$ cat src/rtl/ccff_config_loader.sv
// ccff_config_loader: holds the fabric in reset, pulses pReset, streams the bitstream MSB first
// into ccff_head under a gated prog_clk, then releases the fabric. CCFF_CRC_EN adds a CRC-16 check.
module ccff_config_loader #(
   parameter int CHAIN_LEN     = 2282,
   parameter int WORD_W        = 32,
   parameter int PRESET_CYCLES = 4,
   parameter int SETTLE_CYCLES = 2
) (
   input  logic              clk,
   input  logic              reset,
   input  logic              start,
   input  logic [WORD_W-1:0] s_data,
   input  logic              s_valid,
   output logic              s_ready,
   output logic              prog_clk_en,
   output logic              ccff_head,
   output logic              pReset_o,
   output logic              fpga_reset,
   output logic              user_clk_en,
   output logic              busy,
   output logic              done
`ifdef CCFF_CRC_EN
   ,
   output logic              crc_err
`endif
);

   localparam int CNT_W   = $clog2(CHAIN_LEN + 1);
   localparam int CW1     = CNT_W + 1;
   localparam int REM_W   = $clog2(WORD_W + 1);
   localparam int DLY_MAX = (PRESET_CYCLES > SETTLE_CYCLES) ? PRESET_CYCLES : SETTLE_CYCLES;
   localparam int DLY_W   = $clog2(DLY_MAX + 1);

   typedef enum logic [2:0] {
      ST_IDLE,
      ST_PRESET,
      ST_LOAD,
      ST_SETTLE,
`ifdef CCFF_CRC_EN
      ST_CHECK,
`endif
      ST_RELEASE
   } state_t;

   state_t            state, state_d;
   logic [DLY_W-1:0]  dly_cnt, dly_d;
   logic [CNT_W-1:0]  shift_cnt, shift_cnt_d, shift_done;
   logic [WORD_W-1:0] sreg, sreg_d;
   logic [REM_W-1:0]  rem, rem_d;
   logic              head_d, pce_d, s_ready_d, preset_d, frst_d, uce_d, busy_d, done_d;
   logic              handshake;

`ifdef CCFF_CRC_EN
   logic [15:0] crc, crc_d;
   logic        crc_err_d;

   function automatic logic [15:0] crc16_step(input logic [15:0] c, input logic b);
      logic fb;
      fb = c[15] ^ b;
      return {c[14:0], 1'b0} ^ (fb ? 16'h1021 : 16'h0000);
   endfunction
`endif

   assign handshake = s_valid & s_ready;

   // Next-state and next-output logic; rem counts bits still waiting in sreg behind ccff_head.
   always_comb begin
      state_d     = state;
      dly_d       = dly_cnt;
      shift_cnt_d = shift_cnt;
      sreg_d      = sreg;
      rem_d       = rem;
      head_d      = ccff_head;
      pce_d       = 1'b0;
      preset_d    = pReset_o;
      frst_d      = fpga_reset;
      uce_d       = user_clk_en;
      busy_d      = busy;
      done_d      = done;
`ifdef CCFF_CRC_EN
      crc_d       = crc;
      crc_err_d   = crc_err;
`endif
      shift_done  = shift_cnt + CNT_W'(prog_clk_en);

      case (state)
         ST_IDLE: begin
            if (start) begin
               state_d     = ST_PRESET;
               dly_d       = '0;
               shift_cnt_d = '0;
               rem_d       = '0;
               busy_d      = 1'b1;
               done_d      = 1'b0;
               frst_d      = 1'b1;
               uce_d       = 1'b0;
               preset_d    = 1'b1;
`ifdef CCFF_CRC_EN
               crc_d       = 16'hFFFF;
               crc_err_d   = 1'b0;
`endif
            end
         end
         ST_PRESET: begin
            if (dly_cnt == DLY_W'(PRESET_CYCLES - 1)) begin
               preset_d = 1'b0;
               state_d  = ST_LOAD;
            end else begin
               dly_d = dly_cnt + 1'b1;
            end
         end
         ST_LOAD: begin
            shift_cnt_d = shift_done;
`ifdef CCFF_CRC_EN
            if (prog_clk_en)
               crc_d = crc16_step(crc, ccff_head);
`endif
            // Leftover bits of the final word are simply abandoned in sreg.
            if (shift_done == CNT_W'(CHAIN_LEN)) begin
               state_d = ST_SETTLE;
               dly_d   = '0;
            end else if (rem != '0) begin
               head_d = sreg[WORD_W-1];
               sreg_d = sreg << 1;
               rem_d  = rem - 1'b1;
               pce_d  = 1'b1;
            end else if (handshake) begin
               head_d = s_data[WORD_W-1];
               sreg_d = s_data << 1;
               rem_d  = REM_W'(WORD_W - 1);
               pce_d  = 1'b1;
            end
         end
         ST_SETTLE: begin
            if (dly_cnt == DLY_W'(SETTLE_CYCLES - 1)) begin
`ifdef CCFF_CRC_EN
               state_d = ST_CHECK;
`else
               state_d = ST_RELEASE;
               frst_d  = 1'b0;
               uce_d   = 1'b1;
               busy_d  = 1'b0;
               done_d  = 1'b1;
`endif
            end else begin
               dly_d = dly_cnt + 1'b1;
            end
         end
`ifdef CCFF_CRC_EN
         ST_CHECK: begin
            if (handshake) begin
               if (16'(s_data) == crc) begin
                  state_d = ST_RELEASE;
                  frst_d  = 1'b0;
                  uce_d   = 1'b1;
                  busy_d  = 1'b0;
                  done_d  = 1'b1;
               end else begin
                  state_d   = ST_IDLE;
                  crc_err_d = 1'b1;
                  busy_d    = 1'b0;
                  done_d    = 1'b0;
               end
            end
         end
`endif
         ST_RELEASE: begin
            state_d = ST_IDLE;
         end
         default: begin
            state_d = ST_IDLE;
         end
      endcase

      // Ask for a word only when sreg will be empty and the chain still needs bits after this cycle.
      s_ready_d = (state_d == ST_LOAD) && (rem_d == '0) &&
                  (({1'b0, shift_cnt_d} + CW1'(pce_d)) < CW1'(CHAIN_LEN));
`ifdef CCFF_CRC_EN
      if (state_d == ST_CHECK)
         s_ready_d = 1'b1;
`endif
   end

   // State and output registers.
   always_ff @(posedge clk or posedge reset) begin
      if (reset) begin
         state       <= ST_IDLE;
         dly_cnt     <= '0;
         shift_cnt   <= '0;
         sreg        <= '0;
         rem         <= '0;
         ccff_head   <= 1'b0;
         prog_clk_en <= 1'b0;
         s_ready     <= 1'b0;
         pReset_o    <= 1'b1;
         fpga_reset  <= 1'b1;
         user_clk_en <= 1'b0;
         busy        <= 1'b0;
         done        <= 1'b0;
`ifdef CCFF_CRC_EN
         crc         <= 16'hFFFF;
         crc_err     <= 1'b0;
`endif
      end else begin
         state       <= state_d;
         dly_cnt     <= dly_d;
         shift_cnt   <= shift_cnt_d;
         sreg        <= sreg_d;
         rem         <= rem_d;
         ccff_head   <= head_d;
         prog_clk_en <= pce_d;
         s_ready     <= s_ready_d;
         pReset_o    <= preset_d;
         fpga_reset  <= frst_d;
         user_clk_en <= uce_d;
         busy        <= busy_d;
         done        <= done_d;
`ifdef CCFF_CRC_EN
         crc         <= crc_d;
         crc_err     <= crc_err_d;
`endif
      end
   end

endmodule

$ cat config.mk
export PLATFORM = sky130hd
export DESIGN_NAME = ccff_config_loader
export DESIGN_NICKNAME = d
export VERILOG_FILES = /design/src/rtl/ccff_config_loader.sv
export SDC_FILE = /design/constraint.sdc
export NUM_CORES = 1
export LEC_CHECK = 0
export BUFFER_PORTS_ARGS = -buffer_cell sky130_fd_sc_hd__buf_2
export CAP_MARGIN = 5
export CORE_UTILIZATION = 55
export DETAILED_ROUTE_END_ITERATION = 12
export PLACE_DENSITY = 0.85
export REMOVE_ABC_BUFFERS = 1
export SYNTH_ARGS = -nofsm -noshare
export SYNTH_HDL_FRONTEND = slang
export SYNTH_SLANG_ARGS = --single-unit
export TNS_END_PERCENT = 20
$ cat constraint.sdc
create_clock -name clk -period 3.65 [get_ports clk]
set_input_delay 0.1825 -clock clk [delete_from_list [all_inputs] [get_ports clk]]
set_output_delay 0.1825 -clock clk [all_outputs]
set_load 0.03 [all_outputs]
Word level (Yosys, flattened, before mapping)
Cells that the tools add are included.
{"block": "op_classes", "add_sub_neg": 4, "order_cmp": 1, "n_eq_ne": 13, "n_mux": 33, "bitwise_logic": 2, "reduce_logical": 13}
{"op": "$mux W32", "n": 2}
{"op": "$mux W3", "n": 8}
{"op": "$mux W6", "n": 4}
{"op": "$pmux W12 S2", "n": 1}
{"op": "$pmux W3 S4", "n": 2}
{"op": "$add A12 B1 Y13", "n": 1}
{"op": "$lt A13 B12 Y1 const B", "n": 1}
{"op": "$add A12 B1 Y12", "n": 1}
{"op": "$eq A12 B12 Y1 const B", "n": 1}
{"op": "$eq A3 B2 Y1 const B", "n": 4}
{"op": "$mux W12", "n": 1}
{"op": "$ne A2 B2 Y1 const B", "n": 6}
{"op": "$pmux W6 S2", "n": 1}
{"op": "$mux W1", "n": 11}
{"op": "$reduce_and A3 Y1", "n": 3}
{"op": "$eq A3 B1 Y1 const B", "n": 2}
{"op": "$logic_not A6 Y1", "n": 1}
{"op": "$pmux W1 S2", "n": 3}
{"op": "$reduce_bool A2 Y1", "n": 3}
{"op": "$reduce_bool A6 Y1", "n": 1}
{"op": "$sub A6 B1 Y6 const B", "n": 1}
{"op": "$reduce_and A5 Y1", "n": 1}
{"op": "$reduce_bool A4 Y1", "n": 1}
{"op": "$add A3 B1 Y3 const B", "n": 1}
{"op": "other kinds (4)", "n": 5}
{"block": "word_totals", "register_bits": 63, "in_bits": 36, "wordCells": 78}

Logic depth before layout (Yosys ltp)
Gate-level depths: netlist (run 1).
{"block": "depth", "ltp_word": 8, "depth_mapped": 14, "ltp_nobuf": 12}

Least setup slack after synthesis (run 1)
Ideal clock, no wire load.
{"block": "synth_path", "path_kind": "register -> register", "startpoint": "reg prog_clk_en", "endpoint": "reg s_ready", "setup_ps": 128, "t_arrival_ps": 2931, "required_ps": 3522, "setup_slack_ps": 591, "path_stages_with_launch": 12, "period_less_slack_ps": 3059, "path_cell_list": "dfrtp_1 > ha_1 > ha_1 > clkbuf_1 > nor4b_1 > o21ai_0 > a221oi_1 > nand2_1 > or4_1 > o211a_1 > o2111ai_1 > nor4b_2"}
{"block": "synth_between", "elab_chain_len": 7, "elab_cells_between_ends": 15, "cone_classes": "add/sub (2); order compare (1); eq/ne (2); mux (7); reduce/logical (3)"}
{"item": "start: declaration", "line": "15", "source": "output logic prog_clk_en,"}
{"item": "start signal: assignment", "line": "211", "source": "prog_clk_en <= pce_d;"}
{"item": "$add A12 B1 Y12 *", "line": "84", "source": "shift_done = shift_cnt + CNT_W'(prog_clk_en);"}
{"item": "$eq A12 B12 Y1", "line": "119", "source": "if (shift_done == CNT_W'(CHAIN_LEN)) begin"}
{"item": "$mux W1 (tied with other cells)", "line": "119"}
{"item": "$mux W1 (tied with other cells)", "line": "86", "source": "case (state)"}
{"item": "$add A12 B1 Y13 (tied with other cells)", "line": "177", "source": "(({1'b0, shift_cnt_d} + CW1'(pce_d)) < CW1'(CHAIN_LEN));"}
{"item": "$lt A13 B12 Y1 or $logic_and A1 B1 Y1 (tied branches)", "line": "177, 176"}
{"item": "$logic_and A1 B1 Y1 *", "line": "176", "source": "s_ready_d = (state_d == ST_LOAD) && (rem_d == '0) &&"}
{"item": "via s_ready_d", "line": "50", "source": "logic head_d, pce_d, s_ready_d, preset_d, frst_d, uce_d, busy_d, done_d;"}
{"item": "end signal: assignment", "line": "212", "source": "s_ready <= s_ready_d;"}
{"item": "end: declaration", "line": "14", "source": "output logic s_ready,"}
The timed path passes the listed nets; every way through them passes the cells marked *.
A chain may end at the register's enable or synchronous reset.

Worst setup path in the final report (run 1)
{"block": "layout_path", "startpoint": "reg shift_cnt[2]", "endpoint": "reg s_ready"}
{"block": "layout_between", "elab_chain_len": 7, "elab_cells_between_ends": 16, "cone_classes": "add/sub (2); order compare (1); eq/ne (2); mux (8); reduce/logical (3)"}
{"item": "start: declaration", "line": "47", "source": "logic [CNT_W-1:0] shift_cnt, shift_cnt_d, shift_done;"}
{"item": "start signal: assignment", "line": "207", "source": "shift_cnt <= shift_cnt_d;"}
{"item": "$add A12 B1 Y12", "line": "84"}
{"item": "$eq A12 B12 Y1", "line": "119"}
{"item": "$mux W6", "line": "119"}
{"item": "$pmux W6 S2", "line": "86"}
{"item": "via rem_d[0]", "line": "49", "source": "logic [REM_W-1:0] rem, rem_d;"}
{"item": "$logic_not A6 Y1", "line": "176"}
{"item": "$logic_and A1 B1 Y1 (2 in a row)", "line": "176"}
{"item": "via s_ready_d", "line": "50"}
The timed path passes the listed nets, and every way through them passes these cells.

==> impl_metrics.ini, run 1 <==
[clock_network]
tritoncts = yes
post_cts.repair.setup_buffers = 0
cts_hold_buf = 0
cts-root-buf = clkbuf_8
clk_pin_slew_ps = 70
cts.path.max_buffers = 2
post_cts_resized = 0
cts_buffers = 9
insertion_delay_ps = 340
numClockSinks = 62
h-tree-depth = 3

[place]
gp_congestion = 0.999
place_area_sq_um = 3950
hpwlAfterDp_um = 6060
io_buffers = 43
post-place-ws_ps = 478

[timing]
slew_headroom = 0.347
period_share = 0.897
fin_crit_ps = 3270
setup_viol = 0
timing.final.ws_setup_ps = 375
rsz0062_at_grt = no
worstMarginPinSlew_ps = 978
finalHoldViolCount = 0
slew_viol_final = 0
fmax_mhz = 305
fin_skew_ps = 10.2
setup_tns_ps = 0

[setup_path]
timing.rr.start = shift_cnt[2]$_DFF_PP0_
worst_ep_required_time_ps = 3890
critPathKind = register to register
startpoint_type = register
critPathCaptureType = register
critPathMaxStageDelay_ps = 600
critical-path-top-delay-family = simple AND/OR/NAND/NOR gates
reg2regPathDepth = 9
path_max_fanout = 14
ff2ff_setup_slack_ps = 380
cp_slowest_cell = or4_1
worstPathBufferInverterCount = 1
worstPathCellList = nand3_1 > or4_1 > o21ai_1 > and2_1 > a21o_4 > inv_2 > o221a_4 > or3b_1 > nor4b_2
r2r-end = s_ready$_DFF_PP0_
worst_ep_arrival_time_ps = 3510

[global_route]
grt_usage = 0.265
grt_max_degree = 65
grt_pass1_vias = 3241
grt_first_pass_wirelength_um = 15000
antenna_found_initial = 0
overflow = 0

[route]
ant_nets = 0
drt-initial-drc-count = 323
wire_per_inst_um = 15.2
drc = 4
viasPerCell = 6.10
firstDrtPassIters = 9
wl_um = 8570
vias = 3448

[die]
die_area_sq_um = 7100
rows = 29
die_y_um = 84.3
die_w_um = 84.3
initial_utilization = 0.579
io_pins = 44
core_area_sq_um = 6420

[synthesis]
synth-main-ff-cell = dfrtp_1
synth_cells = 452
synth-seq-cells = 62
synth.largest_area_cell = dfrtp_1
synth_edf_count = 0
avgSynthCellArea_sq_um = 8.23
netlist.area_leader.share = 0.403
ys_seq_area_frac = 0.418
syn_area_sq_um = 3720
synth_cell_types = 63
yosys-top-cells-count = nand2_1 (91), dfrtp_1 (60), nor2_1 (47)
post-synth-top-count-cell = nand2_1
yosys-top-cells-area = dfrtp_1 (40%), nand2_1 (9.2%), a31oi_1 (6.2%)
yosys_warnings = 0
synthArstFlopShare = 1.00

[run]
drv_cap = 0

[layout]
design_area_sq_um = 4140
num-nets-final = 528
antenna_cells = 0
drive_gt1_frac = 0.166
area_delta_synth_final_pct = 11.4

[status]
violations = design-rule violations
outcome = complete, but fails checks

[pwr]
leakage_nw = 1.89
powerDensity_nw_per_um2 = 671
ir_worst_vdd_mv = 0.348

[hold_path]
min_path_type = primary input to asynchronous set/reset pin
-- layout make-up --
class	count	area [sq um]
repair buffers	50	268
flip-flops and latches	62	1550
fillers	550	2280
clock buffers	11	141
multi-input cells	338	1950
inverters	22	82.6
well taps	77	96.3
clock inverters	5	56.3
-- metrics by stage --
| stage | total power [mW] | instances | util | hold WS, ps |
|---|---|---|---|---|
| 2_1_floorplan | 1.88 | 422 | - | 315 |
| 3_3_place_gp | 2.12 | 549 | 0.614 | 401 |
| 3_5_place_dp | 2.16 | 549 | 0.614 | 433 |
| 4_1_cts | 2.77 | 565 | 0.645 | 75.9 |
| 5_1_grt | 3.00 | 565 | 0.645 | 87.9 |
| 6_report | 2.78 | 565 | 0.645 | 62.7 |
-- worst max-delay path by stage --
stage / startpoint / slack (ps) / to / depth (start not counted)
CTS: shift_cnt[1]$_DFF_PP0_ / 420 / s_ready$_DFF_PP0_ / 10
detailed placement: shift_cnt[1]$_DFF_PP0_ / 480 / s_ready$_DFF_PP0_ / 10
floorplan: prog_clk_en$_DFF_PP0_ / 360 / s_ready$_DFF_PP0_ / 10
global placement: shift_cnt[1]$_DFF_PP0_ / 530 / s_ready$_DFF_PP0_ / 10
finish: shift_cnt[2]$_DFF_PP0_ / 380 / s_ready$_DFF_PP0_ / 9
global route: shift_cnt[1]$_DFF_PP0_ / 230 / s_ready$_DFF_PP0_ / 10
-- layer usage --
| metal | part of all wire | global-route usage |
|---|---|---|
| met5 | 0 | 0 |
| met4 | 0.021 | 0.122 |
| met3 | 0.078 | 0.0492 |
| met2 | 0.46 | 0.411 |
| met1 | 0.44 | 0.363 |
-- cells by family (layout without fill, tap and decap cells) --
kind of cell    after synthesis  count (layout)  synth area share
compound gates              113             113             0.207
xor+xnor                      4               4           0.00942
fa+ha+maj                     9               9            0.0303
buf+inv                      52              88            0.0595
flops                        62              62             0.418
mux                           4               4            0.0118
simple gates                208             208             0.264
-- cells in the final DEF, fill, tap and decap left out, drive strengths merged, types with 3 or more instances in the layout --
master / count
nand2: 91
dfrtp: 60
buf: 50
nor2: 48
a31oi: 37
inv: 23
o21ai: 19
nand3: 17
a21oi: 16
clkbuf: 11
ha: 9
and3: 8
nor3: 7
or4: 5
a211oi: 5
and2: 5
and4: 4
nor2b: 4
a21o: 4
xnor2: 3
mux2: 3
o211ai: 3
nand4: 3
or2: 3
nor4b: 3
-- state kept, by name (all words and copies together) (netlist names) --
name / cells
done: 1
state: 3
shift_cnt: 12
pReset_o: 1
busy: 1
sreg: 31
rem: 6
dly_cnt: 3
s_ready: 1
ccff_head: 1
fpga_reset: 1
prog_clk_en: 1
-- power by group --
part	total (mW)	switching, mW	internal [mW]
Sequential	1.15	0.224	0.922
Combinational	1.03	0.587	0.441
Clock	0.606	0.272	0.334
Power figures use the tool's default switching activity.
==> run 2, diff against run 1 <==
--- a/config.mk
+++ b/config.mk
@@ -7,6 +7,7 @@
 export LEC_CHECK = 0
 export BUFFER_PORTS_ARGS = -buffer_cell sky130_fd_sc_hd__buf_2
 export CAP_MARGIN = 5
+export CORE_MARGIN = 2
 export CORE_UTILIZATION = 55
 export DETAILED_ROUTE_END_ITERATION = 12
 export PLACE_DENSITY = 0.85
==> impl_metrics.ini, run 2 (synthesized netlist as in run 1, its figures left out) <==
[route]
wire_per_inst_um = 16.0
drc = 0
vias = 3550
viasPerCell = 6.27
drt-initial-drc-count = 402
firstDrtPassIters = 6
ant_nets = 0
wl_um = 9040

[setup_path]
r2r-end = s_ready$_DFF_PP0_
path_max_fanout = 14
reg2regPathDepth = 9
worstPathCellList = nand3_1 > or4_1 > o21ai_1 > and2_1 > a21o_4 > inv_2 > o221a_4 > or3b_1 > nor4b_2
critPathKind = register to register
worst_ep_arrival_time_ps = 3590
critPathMaxStageDelay_ps = 610
timing.rr.start = shift_cnt[2]$_DFF_PP0_
cp_slowest_cell = or4_1
critical-path-top-delay-family = simple AND/OR/NAND/NOR gates
startpoint_type = register
worst_ep_required_time_ps = 3910
ff2ff_setup_slack_ps = 320
worstPathBufferInverterCount = 1
critPathCaptureType = register

[clock_network]
clk_pin_slew_ps = 80
cts.path.max_buffers = 2
tritoncts = yes
cts_buffers = 9
h-tree-depth = 3
insertion_delay_ps = 350
numClockSinks = 62
cts-root-buf = clkbuf_8
post_cts_resized = 0

[pwr]
swShare = 0.400
leakage_nw = 1.89
design_power_total_mw = 2.83
power_frac_comb = 0.369
ir_worst_vdd_mv = 0.433
powerDensity_nw_per_um2 = 681
p_clk_frac = 0.222
seqPwrFrac = 0.408
internal_power_mw = 1.70
power.switching_mw = 1.13

[layout]
layout_common_cells = nand2_1 (91), dfrtp_1 (60), nor2_1 (47), buf_2 (43), a31oi_1 (37)
top_register = sreg
drive_gt1_frac = 0.168
area_delta_synth_final_pct = 11.9
num-nets-final = 529
top_regs = sreg x31, shift_cnt x12, rem x6
largest_reg_flops = 31
antenna_cells = 0
post-route-util = 0.645
final_common_cell = nand2_1

[timing]
slew_viol_final = 0
fmax_mhz = 300
fin_skew_ps = 11.7
finalHoldViolCount = 0
worstMarginPinSlew_ps = 745
timing.final.ws_setup_ps = 317
setup_viol = 0
period_share = 0.913
slew_headroom = 0.503
rsz0062_at_grt = no
hold_slack_ps = 71.1
setup_tns_ps = 0
fin_crit_ps = 3330

[die]
die_area_sq_um = 7440
die_w_um = 86.3
io_pins = 44
rows = 29
initial_utilization = 0.576
die_y_um = 86.3
core_area_sq_um = 6460

[run]
drv_cap = 0

[hold_path]
hold-path-endpoint = sreg[1]$_DFFE_PP0N_
hp-start = s_data[0]
whs_path_depth = 3
min_path_type = primary input to register

[place]
hpwlAfterDp_um = 6290
io_buffers = 43
post-place-ws_ps = 460
gp_congestion = 0.948

[global_route]
overflow = 0
grt_pass1_vias = 3291
grt_max_degree = 65
grt_first_pass_wirelength_um = 15400
grt_usage = 0.258
antenna_found_initial = 0

[status]
outcome = completed
-- run 2: final cells by class --
| class | count | area (sq um) |
|---|---|---|
| clock buffer | 10 | 138 |
| clock inverter | 6 | 70.1 |
| fill | 565 | 2290 |
| inverter | 22 | 82.6 |
| multi-input combinational | 338 | 1950 |
| sequential | 62 | 1550 |
| tap | 77 | 96.3 |
| timing repair buffer | 51 | 278 |
-- run 2: timing repair --
item                      CTS  global route
buffers inserted            0             0
hold endpoints to repair   25             0
hold buffers                1             0
-- run 2: power by group through the flow --
| stage | Clock (mW) | Sequential (mW) | Combinational, mW |
|---|---|---|---|
| after floorplan | 0 | 1.11 | 0.769 |
| after detailed placement | 0 | 1.16 | 1.02 |
| after global placement | 0 | 1.14 | 0.984 |
| after CTS | 0.642 | 1.15 | 1.03 |
| after global routing | 0.667 | 1.19 | 1.18 |
| final | 0.630 | 1.16 | 1.05 |
-- run 2: worst max path at each step --
| stage | start | end | slack (ps) | cells after the start |
|---|---|---|---|---|
| after floorplan | prog_clk_en$_DFF_PP0_ | s_ready$_DFF_PP0_ | 360 | 10 |
| after global placement | shift_cnt[1]$_DFF_PP0_ | s_ready$_DFF_PP0_ | 480 | 9 |
| after detailed placement | shift_cnt[2]$_DFF_PP0_ | s_ready$_DFF_PP0_ | 460 | 9 |
| after CTS | shift_cnt[2]$_DFF_PP0_ | s_ready$_DFF_PP0_ | 410 | 9 |
| after global routing | shift_cnt[1]$_DFF_PP0_ | s_ready$_DFF_PP0_ | 130 | 9 |
| final | shift_cnt[2]$_DFF_PP0_ | s_ready$_DFF_PP0_ | 320 | 9 |
-- run 2: routing by layer --
layer	up-vias	global-route usage	share of wire
li1	1672	-	-
met3	31	0.0486	0.088
met1	1664	0.357	0.42
met4	0	0.0952	0.026
met2	183	0.408	0.46
met5	-	0	0
-- run 2: worst reg2reg max path, cell delays in order (launching register included) --
cell     delay, ps
dfrtp_1        600
nand3_1        350
or4_1          610
o21ai_1        260
and2_1         310
a21o_4         180
inv_2           40
o221a_4        250
or3b_1         410
nor4b_2        230
-- run 2: metrics by stage --
stage | std cells | cell area, sq um
after detailed placement | 549 | 3950
after global routing | 566 | 4160
after global placement | 549 | 3950
final | 566 | 4160
after CTS | 566 | 4160
after floorplan | 422 | 3580
